## src/rtl/xlnx_rst_sequencer.sv

```systemverilog
// Power-on reset sequencer: waits for a stable clock lock, pulses the DRAM controller reset, waits for calibration,
// then releases the SoC. All outputs are registered and change one cycle after the causing input; no backpressure.
module xlnx_rst_sequencer #(
  parameter int unsigned LockStableCycles = 16,
  parameter int unsigned DramRstCycles    = 32,
  parameter int unsigned CalibTimeout     = 2**20,
  parameter int unsigned SocRstHoldCycles = 64
) (
  input  logic       clk_i,
  input  logic       rst_ni,
  input  logic       clk_locked_i,
  input  logic       dram_calib_done_i,
  input  logic       sw_rst_req_i,
  input  logic [1:0] boot_mode_i,
  output logic       dram_rst_o,
  output logic       soc_rst_no,
  output logic [1:0] boot_mode_o,
  output logic       calib_err_o,
  output logic [2:0] state_o
);

  function automatic int unsigned max2(input int unsigned a, input int unsigned b);
    return (a > b) ? a : b;
  endfunction

  localparam int unsigned MaxCycles =
    max2(max2(LockStableCycles, DramRstCycles), max2(CalibTimeout, SocRstHoldCycles));
  localparam int CntW = $clog2(MaxCycles) + 1;

  localparam logic [CntW-1:0] LockLast  = CntW'(LockStableCycles - 1);
  localparam logic [CntW-1:0] DramLast  = CntW'(DramRstCycles - 1);
  localparam logic [CntW-1:0] CalibLast = CntW'(CalibTimeout - 1);
  localparam logic [CntW-1:0] HoldLast  = CntW'(SocRstHoldCycles - 1);

  typedef enum logic [2:0] {
    ST_WAIT_LOCK  = 3'd0,
    ST_DRAM_RST   = 3'd1,
    ST_WAIT_CALIB = 3'd2,
    ST_SOC_HOLD   = 3'd3,
    ST_RUN        = 3'd4,
    ST_ERROR      = 3'd5
  } state_t;

  state_t          state_q, state_d;
  logic [CntW-1:0] cnt_q, cnt_d;
  logic            sw_q;
  logic            sw_edge;
  logic [1:0]      boot_d;
  logic            dram_rst_d;
  logic            soc_rst_n_d;
  logic            calib_err_d;

  assign sw_edge = sw_rst_req_i & ~sw_q;

  always_comb begin
    state_d = state_q;
    cnt_d   = cnt_q + CntW'(1);
    boot_d  = boot_mode_o;

    // Losing lock anywhere past WAIT_LOCK restarts the whole sequence.
    if (state_q != ST_WAIT_LOCK && !clk_locked_i) begin
      state_d = ST_WAIT_LOCK;
    end else begin
      unique case (state_q)
        ST_WAIT_LOCK: begin
          if (!clk_locked_i) begin
            cnt_d = '0;
          end else if (cnt_q == LockLast) begin
            state_d = ST_DRAM_RST;
          end
        end
        ST_DRAM_RST: begin
          if (cnt_q == DramLast) begin
            state_d = ST_WAIT_CALIB;
          end
        end
        ST_WAIT_CALIB: begin
          if (dram_calib_done_i) begin
            state_d = ST_SOC_HOLD;
          end else if (cnt_q == CalibLast) begin
            state_d = ST_ERROR;
          end
        end
        ST_SOC_HOLD: begin
          if (cnt_q == HoldLast) begin
            state_d = ST_RUN;
            boot_d  = boot_mode_i;
          end
        end
        ST_RUN: begin
          cnt_d = '0;
          if (!dram_calib_done_i) begin
            state_d = ST_DRAM_RST;
          end else if (sw_edge) begin
            state_d = ST_SOC_HOLD;
          end
        end
        ST_ERROR: begin
          cnt_d = '0;
          if (sw_edge) begin
            state_d = ST_DRAM_RST;
          end
        end
        default: begin
          state_d = ST_WAIT_LOCK;
        end
      endcase
    end

    if (state_d != state_q) begin
      cnt_d = '0;
    end
  end

  // Outputs are decoded from the next state so the registered copies track state_q exactly.
  always_comb begin
    dram_rst_d  = (state_d == ST_WAIT_LOCK) || (state_d == ST_DRAM_RST);
    soc_rst_n_d = (state_d == ST_RUN);
    calib_err_d = (state_d == ST_ERROR);
  end

  always_ff @(posedge clk_i or negedge rst_ni) begin
    if (!rst_ni) begin
      state_q     <= ST_WAIT_LOCK;
      cnt_q       <= '0;
      sw_q        <= 1'b0;
      dram_rst_o  <= 1'b1;
      soc_rst_no  <= 1'b0;
      boot_mode_o <= 2'd0;
      calib_err_o <= 1'b0;
    end else begin
      state_q     <= state_d;
      cnt_q       <= cnt_d;
      sw_q        <= sw_rst_req_i;
      dram_rst_o  <= dram_rst_d;
      soc_rst_no  <= soc_rst_n_d;
      boot_mode_o <= boot_d;
      calib_err_o <= calib_err_d;
    end
  end

  assign state_o = state_q;

endmodule

```

## config.mk

```make
export PLATFORM = sky130hd
export DESIGN_NAME = xlnx_rst_sequencer
export DESIGN_NICKNAME = d
export VERILOG_FILES = /design/src/rtl/xlnx_rst_sequencer.sv
export SDC_FILE = /design/constraint.sdc
export NUM_CORES = 1
export LEC_CHECK = 0
export BUFFER_PORTS_ARGS = -buffer_cell sky130_fd_sc_hd__buf_2
export CAP_MARGIN = 30
export CORE_ASPECT_RATIO = 2
export CORE_UTILIZATION = 28
export CTS_CLUSTER_DIAMETER = 30
export CTS_CLUSTER_SIZE = 40
export DETAILED_ROUTE_END_ITERATION = 10
export GPL_TIMING_DRIVEN = 0
export PLACE_DENSITY_LB_ADDON = 0.25
export SETUP_SLACK_MARGIN = 0.5
export SLEW_MARGIN = 25
export SYNTH_ARGS = -nofsm -noshare
export SYNTH_HDL_FRONTEND = slang
export SYNTH_SLANG_ARGS = --single-unit
export TNS_END_PERCENT = 50
```

## constraint.sdc

```tcl
create_clock -name clk_i -period 2.5 [get_ports clk_i]
set_input_delay 0.125 -clock clk_i [delete_from_list [all_inputs] [get_ports clk_i]]
set_output_delay 0.125 -clock clk_i [all_outputs]
set_load 0.02 [all_outputs]
```

# After elaboration in Yosys (flattened, before gate mapping)
# Cells that the tools add are included.
[classes] n_mul=0 n_div=0 mux=15 reduce_logical=8 bitwise_logic=3 magnitude_cmp=0 eq_ne=13 n_addsub=1 shifts=0
[op_table] cell="2-to-1 mux 21 bit" n=3
[op_table] cell="one-hot mux 21 bit (2 select lines)" n=1
[op_table] cell="2-to-1 mux 3 bit" n=10
[op_table] cell="adder 21 x 1 -> 21 bit, second input constant" n=1
[op_table] cell="== test 21 x 20 -> 1 bit, second input constant" n=1
[op_table] cell="== test 21 x 4 -> 1 bit, second input constant" n=1
[op_table] cell="== test 21 x 5 -> 1 bit, second input constant" n=1
[op_table] cell="== test 21 x 6 -> 1 bit, second input constant" n=1
[op_table] cell="one-hot mux 3 bit (6 select lines)" n=1
[op_table] cell="== test 3 bit, second input constant" n=4
[op_table] cell="== test 3 x 1 -> 1 bit, second input constant" n=2
[op_table] cell="== test 3 x 2 -> 1 bit, second input constant" n=2
[op_table] cell="zero test 3 bit" n=2
[op_table] cell="inequality test 3 bit" n=1
[op_table] cell="AND reduction 3 bit" n=1
[op_table] cell="nonzero test 3 bit" n=1
[op_table] cell="NOT 1 bit" n=2
[op_table] cell="OR reduction 2 bit" n=1
[op_table] cell="AND 1 bit" n=1
[op_table] cell="logical AND 1 bit" n=1
[op_table] cell="zero test 1 bit" n=1
[op_table] cell="logical OR 1 bit" n=1
[word_totals] latch_bits=0 ram_bits=0 n_memories=0 in_bits=7 regBits=30 romBits=0

# Logic depth before layout (Yosys ltp)
# Gate-level depths: netlist of run 1.
[depth] depth_word=8 mapped_depth=9 mapped_depth_nobuf=7

# Least setup slack after synthesis of run 1
# Ideal clock, no wire load.
[synth_path] kind="flip-flop to flip-flop" from="register cnt_q[0]" to="register cnt_q[19]" arrival_time_ps=1967 required_time_ps=2374 synth_period_minus_slack_ps=2093 path_stages_with_launch=10 path_buffers=2 slack_ps=407 cell_sequence="dfrtp_1 > ha_1 > buf_2 > nand4_1 > or3_1 > o32ai_1 > a31oi_1 > clkbuf_1 > nand2_1 > nor3_2"
[synth_between] elab_chain_len=7
[synth_rtl] item="from (decl)" line="45" rtl="logic [CntW-1:0] cnt_q, cnt_d;"
[synth_rtl] item="from (signal assigned)" line="133" rtl="cnt_q <= cnt_d;"
[synth_rtl] item="parallel branches: the longest is 6 deep, another holds adder 21 x 1 -> 21 bit"
[synth_rtl] item="2-to-1 mux 21 bit (*)" line="110" rtl="if (state_d != state_q) begin"
[synth_rtl] item="named net cnt_d[19]" line="45"
# Mark *: on every way through the listed nets, which the timed path passes.
# A chain may end at the register's enable or synchronous reset.

# Worst setup path after layout of run 1
[layout_path] from="register cnt_q[18]" to="register cnt_q[19]"
# Same word-level chain as after synthesis.

==> summary.txt, run 1 <==
Run status
  • Status: finished, final reports clean

Layout
  • Final Net Count: 249
  • Layout cells sized above 1: 0.3843
  • Filler cell count: 715
  • Layout Cells excl Fill: 330
  • Final instance area: 0.002550 mm2
  • Final core utilization: 0.3851
  • Antenna Cells: 0
  • Area grow syn2layout: 32.77%

Synth
  • Sequential share of the synthesized area: 0.3915
  • Cell taking the most area after synthesis: dfrtp_1
  • Cells after Synth: 207
  • Synth Area in Simple Gates: 0.3700
  • Top cells by area, synth: dfrtp_1, nor3_2, nand2_1
  • Post-synth top cells: dfrtp_1, nand2_1, nor3_2
  • Ys async rst share: 1.000
  • Post-synth top flop: dfrtp_1
  • Synth Area in Adders: 0.006515
  • Mux cell area share after synthesis: 0.01173
  • Synthesis Warnings: 0
  • EDFF count, synth: 0
  • Synth Area in Compound Gates: 0.08404
  • Post-Synth XOR/XNOR Area: 0.08664
  • Register bit total from synthesis: 30
  • Largest family of logic cells by synthesized area: simple AND/OR/NAND/NOR gates
  • Mapped cell area: 0.001921 mm2
  • Syn nets: 215
  • Mean Syn Cell Area: 9.278 um2
  • Synth unique cells: 45
  • Count leader, synth: dfrtp_1
  • Top-area cell type share of the netlist area: 0.3779

Timing
  • Final period utilization: 0.8605
  • Sum of negative setup slack: 0 ns
  • Crit path time final: 2.151 ns
  • Fin. max-slew vios: 0
  • Hold Slack: 0.07475 ns
  • Slew HR: 0.5544
  • Fmax: 0.4648 GHz
  • Slew of the pin with the lowest slew margin: 0.6683 ns
  • Final clock skew: 0.005354 ns
  • RSZ-0062 raised after global routing: true
  • Final setup vio count: 0
  • Hold Fails Final Rpt: 0

GRT
  • GR Util met2: 0.2960
  • M1 GR Usage: 0.1565
  • Vias in the first global route: 1,712
  • Total grt overflow: 0
  • Largest net degree at the start of global routing: 31
  • Overall routing resource usage: 0.1634
  • Met3 GRT Util: 0.02714
  • Global-route wire length before repair: 8493 um
  • GR peak layer: met2
  • Initial antenna violation count: 0

Pwr
  • Leak: 1.048 nW
  • Clock power frac: 0.497
  • PD cells: 642.9 mW/mm2
  • Sw frac: 0.2592
  • Share of total power in combinational logic: 0.178
  • Sequential Power Share: 0.325
  • Int Pwr: 1.214 mW
  • NetSw: 0.4249 mW
  • Peak VDD IR: 397.5 uV

CTS
  • Clock H-tree levels: 2
  • Total CTS buffers: 5
  • Root buffer cell: clkbuf_16
  • CTS Buffer Depth: 2
  • # clock sinks: 30
  • Skew-Pair Late Insertion Delay: 0.28 ns
  • CTS tree: done
  • Reg clk slew, reported paths: 0.05 ns

Place
  • Port Buffers: 13
  • Placer congestion estimate: 0.8011
  • DP HPWL: 3588 um
  • Area post-placement: 0.002110 mm2
  • Dpl cells: 308

Setup path
  • CP max FO: 5
  • CP endpoint kind: flop
  • Setup CP Type: reg2reg
  • CP arrival: 2.32 ns
  • Slowest-stage cell, CP: dfrtp_2
  • CP Launch Type: flop
  • Crit path required time: 2.67 ns
  • Critical path's largest stage delay: 0.43 ns
  • Worst-path cell chain: nor4_4 > nand4_4 > nor4_4 > nand3b_1 > a311oi_4 > buf_6 > buf_6 > nor3_2

Floorplan
  • Core ar.: 0.006621 mm2
  • Row count: 42
  • Starting Density: 0.2901
  • Die W: 60.57 um
  • Die outline area: 0.007215 mm2
  • Ports: 15
  • Chip height: 119.1 um

Routing
  • Drt via density: 5.000
  • Drt pass-1 iters: 4
  • Post-DR wirelength/cell: 15.75 um
  • Iter 0 DRT Violations: 100
  • Routed vias: 1,650
  • Wirelength, routed: 5199 um
  • DRC Markers: 0
  • Routed Antenna Nets: 0

Min path
  • Worst hold path class: in2reg

Job
  • Max-cap check violation count: 0
## metrics by stage
stage,worst slack (ns),power [mW]
3_5_place_dp,0.1745,0.8104
6_report,0.3487,1.639
2_1_floorplan,0.5013,0.7336
3_3_place_gp,0.2211,0.8096
5_1_grt,0.2314,1.709
4_1_cts,0.3656,1.661
## cell families (layout without fill, tap and decap cells)
kind of cell / Yosys count / after routing
XOR/XNOR: 19 / 19
buffers and inverters: 20 / 55
multiplexers: 2 / 2
adder cells (fa/ha/maj): 1 / 1
flip-flops: 30 / 30
AND/OR/NAND/NOR: 112 / 112
AO/OA/AOI/OAI: 23 / 23
## sequential cells by signal, indices dropped and copies added (netlist names)
| name | flops |
|---|---|
| dram_rst_o | 1 |
| boot_mode_o | 2 |
| sw_q | 1 |
| cnt_q | 21 |
| calib_err_o | 1 |
| soc_rst_no | 1 |
| state_o | 3 |
## critical path: cells and delay by family (launching register included)
family	cells	cell delay (ns)
buffers and inverters	2	0.32
and+or+nand+nor	5	0.96
DFF	1	0.43
AOI/OAI and AO/OA	1	0.31
## power by group through the flow
stage | Clock, mW | Sequential (mW) | Combinational [mW]
6_report | 0.815 | 0.533 | 0.291
5_1_grt | 0.847 | 0.538 | 0.324
4_1_cts | 0.834 | 0.533 | 0.294
3_5_place_dp | 0 | 0.545 | 0.266
3_3_place_gp | 0 | 0.543 | 0.266
2_1_floorplan | 0 | 0.548 | 0.185
## what timing repair did
item	CTS	global route
gates cloned	2	0
endpoints found under the hold margin	30	0
pin swaps	13	1
setup buffers	9	1
setup endpoints to repair	27	27
hold buffers	2	0
resized for setup	28	9
## worst paths after layout
kind,startpoint,endpoint,slack [ns],cells past startpoint
hold reg to reg,boot_mode_o[0],boot_mode_o[0],0.51,1
setup reg to reg,cnt_q[18],cnt_q[19],0.35,8
setup / recovery,cnt_q[18],cnt_q[19],0.35,8
min in group asynchronous,rst_ni,cnt_q[3],0.41,2
max in group asynchronous,rst_ni,cnt_q[9],1.61,2
hold / removal,boot_mode_i[0],boot_mode_o[0],0.07,2
## layer usage
layer	share of wire	vias to the layer above
met4	0.052	0
met5	0	-
met3	0.020	18
met1	0.35	793
met2	0.58	32
li1	-	807
## cell usage in the layout, fill, tap and decap left out, drive strengths merged, types with 2 or more instances in the layout
cell	instances
buf	32
dfrtp	29
nand2	28
nor3	26
nor2	13
clkbuf	13
xnor2	11
nand3	10
nand4	10
xor2	8
a21oi	7
inv	6
nor4	6
and4	4
nor2b	2
nand2b	2
a22oi	2
and3	2
nand3b	2
o21ai	2
and2	2
a31oi	2
a41oi	2
mux2	2
bufinv	2
dlygate4sd3	2
or3	2
## area by class of cell
class,instances,area [um2],share of cell area
clock buffer,6,138.9,0.05446
inverter,6,22.52,0.008832
multi-input combinational,157,1172,0.4598
tap,88,110.1,0.04318
clock inverter,2,60.06,0.02355
buffer,14,98.84,0.03876
sequential,30,760.7,0.2983
timing repair buffer,27,186.4,0.07311
Power figures use the tool's default switching activity.
==> inputs of run 2 (changes only) <==
clock period = 2.36 ns   (was 2.5 ns; I/O delays follow)
==> summary.txt, run 2 (synthesis gave the netlist of run 1 again) <==
Timing
  • Slew HR: 0.5619 (+0.007430)
  • Fmax: 0.4752 GHz (+2.2%)
  • Fin. max-slew vios: 0 (unchanged)
  • Sum of negative setup slack: 0 ns (unchanged)
  • Crit path time final: 2.104 ns (-0.04698 ns)
  • RSZ-0062 raised after global routing: true
  • Slew of the pin with the lowest slew margin: 0.6572 ns (-0.01114 ns)
  • Setup ws final: 0.2557 ns (-0.09302 ns)
  • Hold Fails Final Rpt: 0 (unchanged)
  • Final period utilization: 0.8916 (+0.03114)
  • Final setup vio count: 0 (unchanged)
  • Hold Slack: 0.07080 ns (-0.003959 ns)
  • Final clock skew: 0.006443 ns (+0.001089 ns)

Setup path
  • Worst-path cell chain: nor4_4 > nand4_4 > nor4_4 > nand3b_1 > a311oi_2 > buf_6 > buf_12 > nor3_2
  • Critical path's largest stage delay: 0.43 ns (about the same)
  • Critical Path Stages: 8 (unchanged)
  • CP bufs+invs: 2 (unchanged)
  • CP endpoint kind: flop
  • CP max FO: 10 (+5)
  • Slowest-stage cell, CP: dfrtp_2
  • Reg2Reg Depth: 8 (unchanged)
  • Crit path required time: 2.53 ns (-0.14 ns)
  • CP arrival: 2.27 ns (-0.05 ns)
  • Most Frequent Cell on Critical Path: nor4_4
  • CP Launch Type: flop
  • RR Startpoint: cnt_q[15]
  • Top delay family on crit path: simple AND/OR/NAND/NOR gates
  • Worst r2r dst: cnt_q[7]
  • Setup CP Type: reg2reg
  • R2R Setup Slk: 0.26 ns (-0.09 ns)

Pwr
  • Power consumption: 1.633 mW (-0.39%)
  • PD cells: 646.1 mW/mm2 (+0.50%)
  • Leak: 1.069 nW (+2.0%)
  • Peak VDD IR: 333.9 uV (-16%)

GRT
  • Initial antenna violation count: 0 (unchanged)
  • Largest net degree at the start of global routing: 31 (unchanged)
  • Vias in the first global route: 1,746 (+2.0%)
  • Overall routing resource usage: 0.1641 (+0.0006786)
  • Total grt overflow: 0 (unchanged)
  • Global-route wire length before repair: 8342 um (-1.8%)

Place
  • Placer congestion estimate: 0.8085 (+0.92%)
  • Port Buffers: 13 (unchanged)
  • DP HPWL: 3583 um (-0.15%)
  • Dpl ws: 0.07266 ns (-0.1019 ns)
  • Area post-placement: 0.002110 mm2 (unchanged)

Layout
  • Area grow syn2layout: 31.60%
  • Final instance area: 0.002527 mm2 (-0.88%)
  • Final Net Count: 247 (-0.80%)
  • Max reg flops: 21 (unchanged)
  • Commonest non-fill, non-tap cell in the layout: nand2_1
  • Most flops, register: cnt_q
  • Most frequent cells in the layout: nand2_1, nor3_2, dfrtp_1
  • Layout cells sized above 1: 0.3625 (-0.02180)
  • Antenna Cells: 0 (unchanged)

Floorplan
  • Starting Density: 0.2901 (unchanged)
  • Die outline area: 0.007215 mm2 (unchanged)
  • Row count: 42 (unchanged)
  • Die W: 60.57 um (unchanged)
  • Ports: 15 (unchanged)
  • Core ar.: 0.006621 mm2 (unchanged)
  • Chip height: 119.1 um (unchanged)

Routing
  • Routed vias: 1,637 (-0.79%)
  • Met3 wire len: 113 um (+11%)
  • Post-DR wirelength/cell: 15.41 um (-2.2%)
  • Drt via density: 4.991 (-0.18%)
  • Highest Signal Layer: met4
  • DRC Markers: 0 (unchanged)
  • Routed Antenna Nets: 0 (unchanged)
  • Wirelength, routed: 5054 um (-2.8%)
  • Drt pass-1 iters: 4 (unchanged)
  • Met1 WL: 1683 um (-7.6%)
  • Iter 0 DRT Violations: 56 (-44%)
  • Met2 WL: 2956 um (-1.6%)

CTS
  • Clock H-tree levels: 2 (unchanged)
  • # clock sinks: 30 (unchanged)
  • CTS tree: done
  • Reg clk slew, reported paths: 0.05 ns (about the same)
  • Skew-Pair Late Insertion Delay: 0.29 ns (about the same)
  • Root buffer cell: clkbuf_16
  • CTS Buffer Depth: 2 (unchanged)
  • Total CTS buffers: 5 (unchanged)

Run status
  • Status: finished, final reports clean

Job
  • Max-cap check violation count: 0 (unchanged)

Min path
  • Hold Crit Depth: 2 (unchanged)
  • Worst hold path class: in2reg
  • Hold Path Sink: boot_mode_o[0]
  • Hold_sp: boot_mode_i[0]
run 2: how the worst max path moves through the flow:
stage / from / end
after global placement: cnt_q[6] / cnt_q[20]
after detailed placement: cnt_q[8] / cnt_q[20]
after floorplan: cnt_q[0] / cnt_q[10]
after CTS: cnt_q[18] / cnt_q[5]
after global routing: cnt_q[4] / cnt_q[18]
final: cnt_q[15] / cnt_q[7]
run 2: what timing repair did:
item                                    4_1_cts  5_1_grt
endpoints found under the hold margin        30        0
hold buffers                                  2        0
resized for setup                            29        6
endpoints found under the setup margin       29       28
buffers inserted                              8        1
pin swaps                                     7        2
cloned                                        1        0
run 2: worst register-to-register path, cell delays in order (launching register included):
cell      delay [ns]
dfrtp_2         0.43
nor4_4          0.37
nand4_4         0.19
nor4_4          0.19
nand3b_1        0.12
a311oi_2        0.29
buf_6           0.19
buf_12          0.15
nor3_2          0.05
run 2: cell type report:
cell class	instances	area (um2)
flip-flops and latches	30	760.7
repair buffers	25	183.9
clock inverters	1	30.03
fillers	699	4094
clock buffers	7	142.6
inverters	6	22.52
well taps	88	110.1
multi-input cells	157	1152
plain buffers	14	125.1
run 2: stage by stage:
step / utilization / cells
after detailed placement: 0.3186 / 308
after floorplan: - / 207
after CTS: 0.3779 / 327
after global routing: 0.3817 / 328
final: 0.3817 / 328
after global placement: 0.3186 / 308
run 2: power breakdown:
group          switching (mW)  internal, mW
registers              0.0194         0.545
logic                   0.198         0.120
clock network           0.224         0.526
run 2: per-layer routing:
layer,vias to the layer above,global-route usage
met3,17,0.04343
met5,-,0
met1,786,0.1430
met4,0,0.1236
li1,809,-
met2,25,0.2946
==> inputs of run 3 (changes only) <==
ABC_AREA = 1   (was default)
==> summary.txt, run 3 <==
Layout
  • Most flops, register: cnt_q
  • Most frequent cells in the layout: nand2_1, inv_1, dfrtp_1
  • Commonest non-fill, non-tap cell in the layout: nand2_1
  • Final core utilization: 0.3970 (+0.01524)
  • Final instance area: 0.002608 mm2 (+3.2%)
  • Max reg flops: 21 (unchanged)
  • Area grow syn2layout: 37.38%
  • Final Net Count: 311 (+26%)
  • Antenna Cells: 0 (unchanged)
  • Layout cells sized above 1: 0.3882 (+0.02566)

Setup path
  • Top delay family on crit path: simple AND/OR/NAND/NOR gates
  • CP endpoint kind: flop
  • CP arrival: 2.23 ns (-0.04 ns)
  • CP Launch Type: flop
  • Setup CP Type: reg2reg
  • CP max FO: 5 (-5)
  • Crit path required time: 2.58 ns (+0.05 ns)
  • CP bufs+invs: 3 (+1)
  • Slowest-stage cell, CP: dfrtp_1
  • Worst-path cell chain: ha_4 > nand3_4 > inv_4 > nand2_4 > nor2_4 > nand3_1 > nand2_1 > nand3_2 > nand2_2 > nand2_1 > nand2_2 > nand3_4 > buf_6 > buf_16 > nor2_2
  • Critical path's largest stage delay: 0.39 ns (-0.04 ns)

Floorplan
  • Core ar.: 0.006569 mm2 (-0.79%)
  • Die outline area: 0.007132 mm2 (-1.1%)
  • Chip height: 118.4 um (-0.58%)
  • Row count: 42 (unchanged)
  • Starting Density: 0.2890 (-0.001108)
  • Ports: 15 (unchanged)
  • Die W: 60.22 um (-0.57%)

Synth
  • Register bit total from synthesis: 30 (unchanged)
  • Top-area cell type share of the netlist area: 0.3823 (+0.004483)
  • Syn nets: 263 (+22%)
  • Cells after Synth: 255 (+23%)
  • EDFF count, synth: 0 (unchanged)
  • Count leader, synth: nand2_1
  • Sequential share of the synthesized area: 0.3962 (+0.004646)
  • Synthesis Warnings: 0 (unchanged)
  • Mean Syn Cell Area: 7.443 um2 (-20%)
  • Mapped cell area: 0.001898 mm2 (-1.2%)
  • Top cells by area, synth: dfrtp_1, nand2_1, nor2_2
  • Synth unique cells: 32 (-29%)
  • Post-synth top flop: dfrtp_1
  • Post-synth top cells: nand2_1, inv_1, dfrtp_1, nor2_1, nor2_2
  • Cell taking the most area after synthesis: dfrtp_1
  • Ys async rst share: 1.000 (unchanged)

Timing
  • Final clock skew: 0.004797 ns (-0.001646 ns)
  • Final setup vio count: 0 (unchanged)
  • Slew of the pin with the lowest slew margin: 0.7318 ns (+0.07467 ns)
  • Fmax: 0.4961 GHz (+4.4%)
  • RSZ-0062 raised after global routing: true
  • Crit path time final: 2.016 ns (-0.08867 ns)
  • Sum of negative setup slack: 0 ns (unchanged)
  • Final period utilization: 0.8541 (-0.03757)
  • Slew HR: 0.5121 (-0.04978)
  • Hold Fails Final Rpt: 0 (unchanged)
  • Fin. max-slew vios: 0 (unchanged)

Routing
  • Drt via density: 4.546 (-8.9%)
  • Post-DR wirelength/cell: 12.74 um (-17%)
  • Iter 0 DRT Violations: 52 (-7.1%)
  • DRC Markers: 0 (unchanged)
  • Wirelength, routed: 4996 um (-1.1%)
  • Routed Antenna Nets: 0 (unchanged)
  • Routed vias: 1,782 (+8.9%)
  • Drt pass-1 iters: 5 (+1)

GRT
  • Initial antenna violation count: 0 (unchanged)
  • Vias in the first global route: 1,949 (+12%)
  • Total grt overflow: 0 (unchanged)
  • Overall routing resource usage: 0.1652 (+0.001128)
  • Global-route wire length before repair: 8618 um (+3.3%)
  • Largest net degree at the start of global routing: 31 (unchanged)

CTS
  • Total CTS buffers: 5 (unchanged)
  • Reg clk slew, reported paths: 0.06 ns (about the same)
  • Root buffer cell: clkbuf_16
  • Skew-Pair Late Insertion Delay: 0.28 ns (about the same)
  • Clock H-tree levels: 2 (unchanged)
  • CTS tree: done
  • # clock sinks: 30 (unchanged)
  • CTS Buffer Depth: 2 (unchanged)

Run status
  • Status: finished, final reports clean

Place
  • Port Buffers: 14 (+1)
  • Placer congestion estimate: 0.8095 (+0.12%)
  • Area post-placement: 0.002078 mm2 (-1.5%)
  • DP HPWL: 3405 um (-5.0%)

Min path
  • Worst hold path class: in2reg

Job
  • Max-cap check violation count: 0 (unchanged)

Pwr
  • PD cells: 1156 mW/mm2 (+79%)
  • Leak: 1.317 nW (+23%)
  • Peak VDD IR: 819.5 uV (+150%)
## run 3: metrics by stage
stage	power, mW	setup slack (ns)	hold slack (ns)	instances
after global placement	1.487	0.3130	0.2300	357
after detailed placement	1.486	0.3033	0.2312	357
final	3.013	0.3444	0.06838	392
after CTS	3.003	0.3758	0.06177	386
after floorplan	1.246	0.5801	-0.1776	255
after global routing	3.178	0.1916	0.06801	392
## run 3: kinds of logic after synthesis
| logic type | Yosys count | share of synthesized area |
|---|---|---|
| and+or+nand+nor | 167 | 0.4397 |
| AOI/OAI and AO/OA | 14 | 0.05406 |
| DFF | 30 | 0.3962 |
| xor gates and xnor gates | 1 | 0.004615 |
| buffers and inverters | 40 | 0.08701 |
| muxes | 2 | 0.01186 |
| adders and majority gates | 1 | 0.006591 |
## run 3: worst reg2reg max path, stage by stage (launching register included)
cell and delay, ns:
dfrtp_1 0.39, ha_4 0.17, nand3_4 0.13, inv_4 0.10
nand2_4 0.07, nor2_4 0.14, nand3_1 0.08, nand2_1 0.08
nand3_2 0.09, nand2_2 0.07, nand2_1 0.06, nand2_2 0.10
nand3_4 0.12, buf_6 0.16, buf_16 0.14, nor2_2 0.07
## run 3: power by group
part	internal, mW	switching (mW)	leakage [nW]
clock network	0.417	0.241	0.0729
logic	0.885	0.876	0.835
registers	0.556	0.0371	0.409
total	1.86	1.15	1.32
## run 3: worst paths after layout
kind / start / endpoint / slack, ns / cells past startpoint
max in group asynchronous: rst_ni / cnt_q[9] / 1.42 / 2
hold reg to reg: boot_mode_o[1] / boot_mode_o[1] / 0.51 / 1
min in group asynchronous: rst_ni / soc_rst_no / 0.44 / 2
setup / recovery: cnt_q[0] / cnt_q[9] / 0.34 / 15
setup reg to reg: cnt_q[0] / cnt_q[9] / 0.34 / 15
hold / removal: boot_mode_i[0] / boot_mode_o[0] / 0.07 / 2
## run 3: metal layers
layer | up-vias | share of wire | track usage
li1 | 906 | - | -
met1 | 821 | 0.35 | 0.1519
met2 | 37 | 0.59 | 0.3043
met3 | 18 | 0.020 | 0.02735
met4 | 0 | 0.047 | 0.1105
met5 | - | 0 | 0
## run 3: final cells by class
cell class | count | area, um2
buffer | 4 | 45.04
clock buffer | 6 | 138.9
clock inverter | 2 | 12.51
fill | 677 | 3961
inverter | 36 | 137.6
multi-input combinational | 185 | 1072
sequential | 30 | 753.2
tap | 88 | 110.1
timing repair buffer | 41 | 337.8
## run 3: repair_timing
action                     4_1_cts  5_1_grt
setup endpoints to repair       21       24
hold buffers                     2        0
pin swaps                       16        8
hold endpoints to repair        30        0
gates cloned                     2        0
buffers inserted                17        6
gates resized for setup         27        9
